## src/rtl/lsb_serializer_pkg.sv

```systemverilog
// lsb_serializer_pkg
// Items shared by the LSB-first serializer and its interface:
//   LSB_SER_WIDTH_DEF : default parallel word width
//   state_e           : serializer FSM states (IDLE, CLEAR, SHIFT)
package lsb_serializer_pkg;

  localparam int LSB_SER_WIDTH_DEF = 8;

  typedef enum logic [1:0] {
    IDLE  = 2'd0,
    CLEAR = 2'd1,
    SHIFT = 2'd2
  } state_e;

endpackage

```

## src/rtl/lsb_serializer_if.sv

```systemverilog
// lsb_serializer_if
// Bundles the parallel-in handshake and the serial-out bus of the serializer.
//   in_data/in_valid/in_ready : parallel word handshake (producer -> serializer)
//   ser_x/ser_clr/ser_valid/ser_last : serial stream to the downstream complementer
// Modports: master = producer/consumer side (testbench), slave = serializer.
interface lsb_serializer_if #(
  parameter int WIDTH = lsb_serializer_pkg::LSB_SER_WIDTH_DEF
);

  logic [WIDTH-1:0] in_data;
  logic             in_valid;
  logic             in_ready;
  logic             ser_x;
  logic             ser_clr;
  logic             ser_valid;
  logic             ser_last;

  modport slave (
    input  in_data, in_valid,
    output in_ready, ser_x, ser_clr, ser_valid, ser_last
  );

  modport master (
    output in_data, in_valid,
    input  in_ready, ser_x, ser_clr, ser_valid, ser_last
  );

endinterface

```

## src/rtl/lsb_serializer.sv

```systemverilog
// lsb_serializer
// Accepts a WIDTH-bit word and emits it LSB first on ser_x, preceded by a
// one-cycle ser_clr pulse that resets the downstream serial complementer.
//   clk     : clock, rising edge
//   reset_n : asynchronous active-low reset
//   io      : lsb_serializer_if.slave (in_data/in_valid/in_ready,
//             ser_x/ser_clr/ser_valid/ser_last)
// Optional feature: define LSB_SERIALIZER_BACK2BACK_EN to also accept a new
// word during the final SHIFT cycle (WIDTH+1 period instead of WIDTH+2).
module lsb_serializer
  import lsb_serializer_pkg::*;
#(
  parameter int WIDTH = LSB_SER_WIDTH_DEF
) (
  input logic          clk,
  input logic          reset_n,
  lsb_serializer_if.slave io
);

  localparam int CW = $clog2(WIDTH);
  // Counter stops at WIDTH-1 and never increments past it, so CW bits suffice.
  localparam logic [CW-1:0] LAST_IDX = CW'(WIDTH - 1);

`ifdef LSB_SERIALIZER_BACK2BACK_EN
  localparam bit B2B = 1'b1;
`else
  localparam bit B2B = 1'b0;
`endif

  state_e           state_q, state_d;
  logic [WIDTH-1:0] shift_q, shift_d;
  logic [CW-1:0]    cnt_q, cnt_d;
  // Low through reset and the first cycle after release; keeps in_ready low
  // while reset_n is asserted even though the FSM already sits in IDLE.
  logic             alive_q, alive_d;
  logic             ser_x_q, ser_x_d;
  logic             ser_clr_q, ser_clr_d;
  logic             ser_valid_q, ser_valid_d;
  logic             ser_last_q, ser_last_d;

  logic last_bit;
  logic in_ready;
  logic accept;

  assign last_bit = (state_q == SHIFT) && (cnt_q == LAST_IDX);
  assign in_ready = alive_q &&
                    ((state_q == IDLE) || (B2B && last_bit));
  assign accept   = io.in_valid && in_ready;

  always_comb begin
    state_d = state_q;
    shift_d = shift_q;
    cnt_d   = cnt_q;
    alive_d = 1'b1;
    case (state_q)
      IDLE: begin
        if (accept) begin
          shift_d = io.in_data;
          state_d = CLEAR;
        end
      end
      CLEAR: begin
        cnt_d   = '0;
        state_d = SHIFT;
      end
      SHIFT: begin
        shift_d = shift_q >> 1;
        if (last_bit) begin
          // Hold the counter at WIDTH-1; it is re-cleared in CLEAR.
          if (accept) begin
            shift_d = io.in_data;
            state_d = CLEAR;
          end else begin
            state_d = IDLE;
          end
        end else begin
          cnt_d = cnt_q + 1'b1;
        end
      end
      default: state_d = IDLE;
    endcase

    // Outputs are registered: decode them from the next-state values so they
    // line up with the state they describe.
    ser_clr_d   = (state_d == CLEAR);
    ser_valid_d = (state_d == SHIFT);
    ser_x_d     = ser_valid_d && shift_d[0];
    ser_last_d  = ser_valid_d && (cnt_d == LAST_IDX);
  end

  always_ff @(posedge clk or negedge reset_n) begin
    if (!reset_n) begin
      state_q     <= IDLE;
      shift_q     <= '0;
      cnt_q       <= '0;
      alive_q     <= 1'b0;
      ser_x_q     <= 1'b0;
      ser_clr_q   <= 1'b0;
      ser_valid_q <= 1'b0;
      ser_last_q  <= 1'b0;
    end else begin
      state_q     <= state_d;
      shift_q     <= shift_d;
      cnt_q       <= cnt_d;
      alive_q     <= alive_d;
      ser_x_q     <= ser_x_d;
      ser_clr_q   <= ser_clr_d;
      ser_valid_q <= ser_valid_d;
      ser_last_q  <= ser_last_d;
    end
  end

  assign io.in_ready  = in_ready;
  assign io.ser_x     = ser_x_q;
  assign io.ser_clr   = ser_clr_q;
  assign io.ser_valid = ser_valid_q;
  assign io.ser_last  = ser_last_q;

endmodule

```

## src/flat_wrapper.sv

```systemverilog
// flat-port wrapper written by rule: the top's interface ports become plain ports
module lsb_serializer_flat import lsb_serializer_pkg::*;
#(
  parameter int WIDTH = LSB_SER_WIDTH_DEF
)
  (clk, reset_n, io_in_data, io_in_valid, io_in_ready, io_ser_x, io_ser_clr, io_ser_valid, io_ser_last);
  lsb_serializer_if #(.WIDTH(WIDTH)) io_i ();
  input logic clk;
  input logic reset_n;
  input wire logic [$bits(io_i.in_data)-1:0] io_in_data;
  input wire logic [$bits(io_i.in_valid)-1:0] io_in_valid;
  output wire logic [$bits(io_i.in_ready)-1:0] io_in_ready;
  output wire logic [$bits(io_i.ser_x)-1:0] io_ser_x;
  output wire logic [$bits(io_i.ser_clr)-1:0] io_ser_clr;
  output wire logic [$bits(io_i.ser_valid)-1:0] io_ser_valid;
  output wire logic [$bits(io_i.ser_last)-1:0] io_ser_last;
  assign io_i.in_data = io_in_data;
  assign io_i.in_valid = io_in_valid;
  assign io_in_ready = io_i.in_ready;
  assign io_ser_x = io_i.ser_x;
  assign io_ser_clr = io_i.ser_clr;
  assign io_ser_valid = io_i.ser_valid;
  assign io_ser_last = io_i.ser_last;
  lsb_serializer #(.WIDTH(WIDTH)) u_core (.clk(clk), .reset_n(reset_n), .io(io_i));
endmodule
```

## config.mk

```make
export PLATFORM = sky130hd
export DESIGN_NAME = lsb_serializer_flat
export DESIGN_NICKNAME = d
export VERILOG_FILES = /design/src/rtl/lsb_serializer_pkg.sv /design/src/rtl/lsb_serializer_if.sv /design/src/rtl/lsb_serializer.sv /design/src/flat_wrapper.sv
export SDC_FILE = /design/constraint.sdc
export NUM_CORES = 1
export LEC_CHECK = 0
export ABC_AREA = 1
export CAP_MARGIN = 10
export CORE_ASPECT_RATIO = 1.25
export CORE_MARGIN = 3
export CORE_UTILIZATION = 40
export CTS_BUF_LIST = sky130_fd_sc_hd__clkbuf_4 sky130_fd_sc_hd__clkbuf_8
export CTS_CLUSTER_DIAMETER = 120
export DETAILED_ROUTE_END_ITERATION = 8
export PLACE_DENSITY = 0.65
export SLEW_MARGIN = 20
export SYNTH_ARGS = -nofsm -noshare
export SYNTH_HDL_FRONTEND = slang
export SYNTH_SLANG_ARGS = --single-unit
```

## constraint.sdc

```tcl
create_clock -name clk -period 1.89 [get_ports clk]
set_input_delay 0.378 -clock clk [delete_from_list [all_inputs] [get_ports clk]]
set_output_delay 0.378 -clock clk [all_outputs]
set_load 0.03 [all_outputs]
```

==> run metrics <==
outcome finished, final reports clean; Max Cap Viol 0; detailed-route via count 794; Routed Antenna Nets 0; initial antenna violation count 0; post-synthesis compound-gate area fraction a little over 1%; area grow syn2layout 23.5%; Avg Inst Size Synth 8.53 µm²; Synth Instances 116; final-report max-slew violation count 0; Critical Path Sink io_in_ready; CTS tree built; EDFF count, synth 0; routed wire length 1900 µm; post-synth top area cell dfrtp_1; critical path class reg2out; I/O pin count 16; Netlist cell types 17; Hold Crit Class in2async; most frequent cell after synthesis nand2_1; FF-to-FF path depth 9; Area contributors post-synth dfrtp_1 (46%), nand3_1 (10%), nand2_1 (9.5%); share of cells above drive strength 1 14.7%; vias in the first global route 867; nature of the critical path endpoint output pin; Worst-path clk slew 0.10 ns; worst skew pair latency 0.29 ns; Final Hold Viols 0; die area 3110 µm²; final setup TNS 0 ns; capturing point of the worst reg2reg path u_core.io.ser_x; DR iter-0 viols 26; post-synthesis mux area share 0%; Worst path depth 5; clk buf depth 2; Final HPWL DP 1430 µm; setup ws final 0.120 ns; WL per Instance 11.4 µm; Synth Area in XOR/XNOR 0%; CTS Sinks 18; largest net degree at the start of global routing 19; design area 1220 µm²; Synth Area in Simple Gates roughly 36%; Synth top area share a little under half; Post-DP Area 1180 µm²; period utilization 93.6%; Setup-failing EPs final 0; GRT Overall Usage 15.6%; worst path cell trace inv_1 > ha_2 > nand2_2 > inv_1 > buf_4; Post-Synth Adder-Cell Area 7.59%; slowest stage delay, CP approximately 0.44 ns; most frequent cells after synthesis nand2_1 (25), inv_1 (21), nand3_1 (20); CP Buf/Inv Count 3; CP Data Required Time about 1.5 ns; post-DR vias/cell 4.75; worst-path maximum fanout 5; Root Driver clkbuf_4; Post-Place Setup Slack about 0.23 ns; Crit. Startpoint u_core.state_q[0]; I/O Buffers 15; Synth Cell Area 990 µm²; Final nets roughly 150; crit path time final 1.77 ns; 1st-pass router iterations 4; IR drop worst, VDD 0.752 mV; gr ovfl total 0; sequential element share of the synthesized area ~46%; Core Area 2280 µm²; post-synth net total between 100 and 150; post-route insts no fill between 150 and 200; Power per Cell Area 1510 nW/µm²; Critical Path Start Type register; reg-to-reg slack, setup 0.32 ns; standard-cell rows 19; n_diodes 0; Arr. time, crit path 1.39 ns; die span in y ~62 µm; Async SR Flop Fraction 100%; Die Width 50.5 µm; maximum level of the CTS H-tree 1; Tot Pwr 1.84 mW; cell mode on critical path inv_1; slowest library cell on the worst path dfrtp_1; RePlAce Congestion 0.812; Starting Density a little over two fifths; post-CTS setup buffers 0; synthesized flop and latch total 18; first-pass GRT wire length 3630 µm; P_leak 0.669 nW; largest family of logic cells by synthesized area simple AND/OR/NAND/NOR gates; Num CTS Buffers 3; Worst R2R Start u_core.state_q[0]; warnings from Yosys 0; crit-path leading delay family flip-flops; Main synth FF type dfrtp_1; skew final about 0.0036 ns; # DRC 0; DP Cell Count 163; fmax between 0.5 and 0.6 GHz
==> stage by stage <==
step | hold slack [ns] | util (%)
after detailed placement | 0.501 | 51.9
after floorplan | 0.0824 | -
after global routing | 0.409 | 53.6
after global placement | 0.487 | 51.9
final | 0.406 | 53.6
after CTS | 0.404 | 53.5
==> per-layer routing <==
metal	global-route usage, %	part of all wire [%]	vias up
met4	7.69	0.89	0
met3	3.39	2.8	2
met1	16.9	44	376
li1	-	-	404
met5	0	0	-
met2	29.1	53	12
==> final cells by class <==
class,count,area (µm²)
clock buffers,4,36.3
fillers,226,1060
inverters,22,82.6
multi-input cells,75,452
flip-flops and latches,18,450
well taps,31,38.8
repair buffers,17,163
==> where the power goes <==
part           switching (mW)  total, mW  internal [mW]  leakage, nW
combinational           0.605      0.981          0.376        0.418
clock                   0.116      0.234          0.117       0.0210
sequential             0.0866      0.628          0.541        0.230
total                   0.808       1.84           1.03        0.669
==> kinds of logic after synthesis <==
logic type,Yosys count
flops,18
compound gates,2
buf+inv,23
simple gates,66
other cells,1
fa+ha+maj,6
==> cells in the final DEF, fill, tap and decap left out, types with 2 or more instances in the layout <==
cell,count
nor2_8,2
nand2_4,2
inv_1,21
dfrtp_1,18
nand2_2,3
ha_1,5
nor2_2,2
nor2_1,4
nand2_1,25
nand3_1,20
nand4_1,6
clkdlybuf4s50_1,14
clkbuf_4,3
buf_4,3
nand3_2,2
==> flip-flops by register name, summed over array words and instances (netlist names) <==
signal,flops
u_core.io.ser_x,1
u_core.state_q,2
u_core.cnt_q,3
u_core.io.ser_last,1
u_core.io.ser_clr,1
u_core.io.ser_valid,1
u_core.shift_q,8
u_core.alive_q,1
==> repair_timing <==
action	in CTS	in global routing
resized for setup	0	1
setup endpoints to repair	0	1
hold buffers	0	0
==> worst min path at each step <==
stage | to | slack (ns) | depth (start not counted)
2_1_floorplan | u_core.alive_q | 0.08 | 0
3_3_place_gp | u_core.shift_q[7] | 0.49 | 2
3_5_place_dp | u_core.shift_q[7] | 0.50 | 2
4_1_cts | u_core.shift_q[3] | 0.40 | 2
5_1_grt | u_core.shift_q[4] | 0.41 | 2
6_report | u_core.shift_q[4] | 0.41 | 2
No activity file was read; power rests on OpenSTA's default activity.
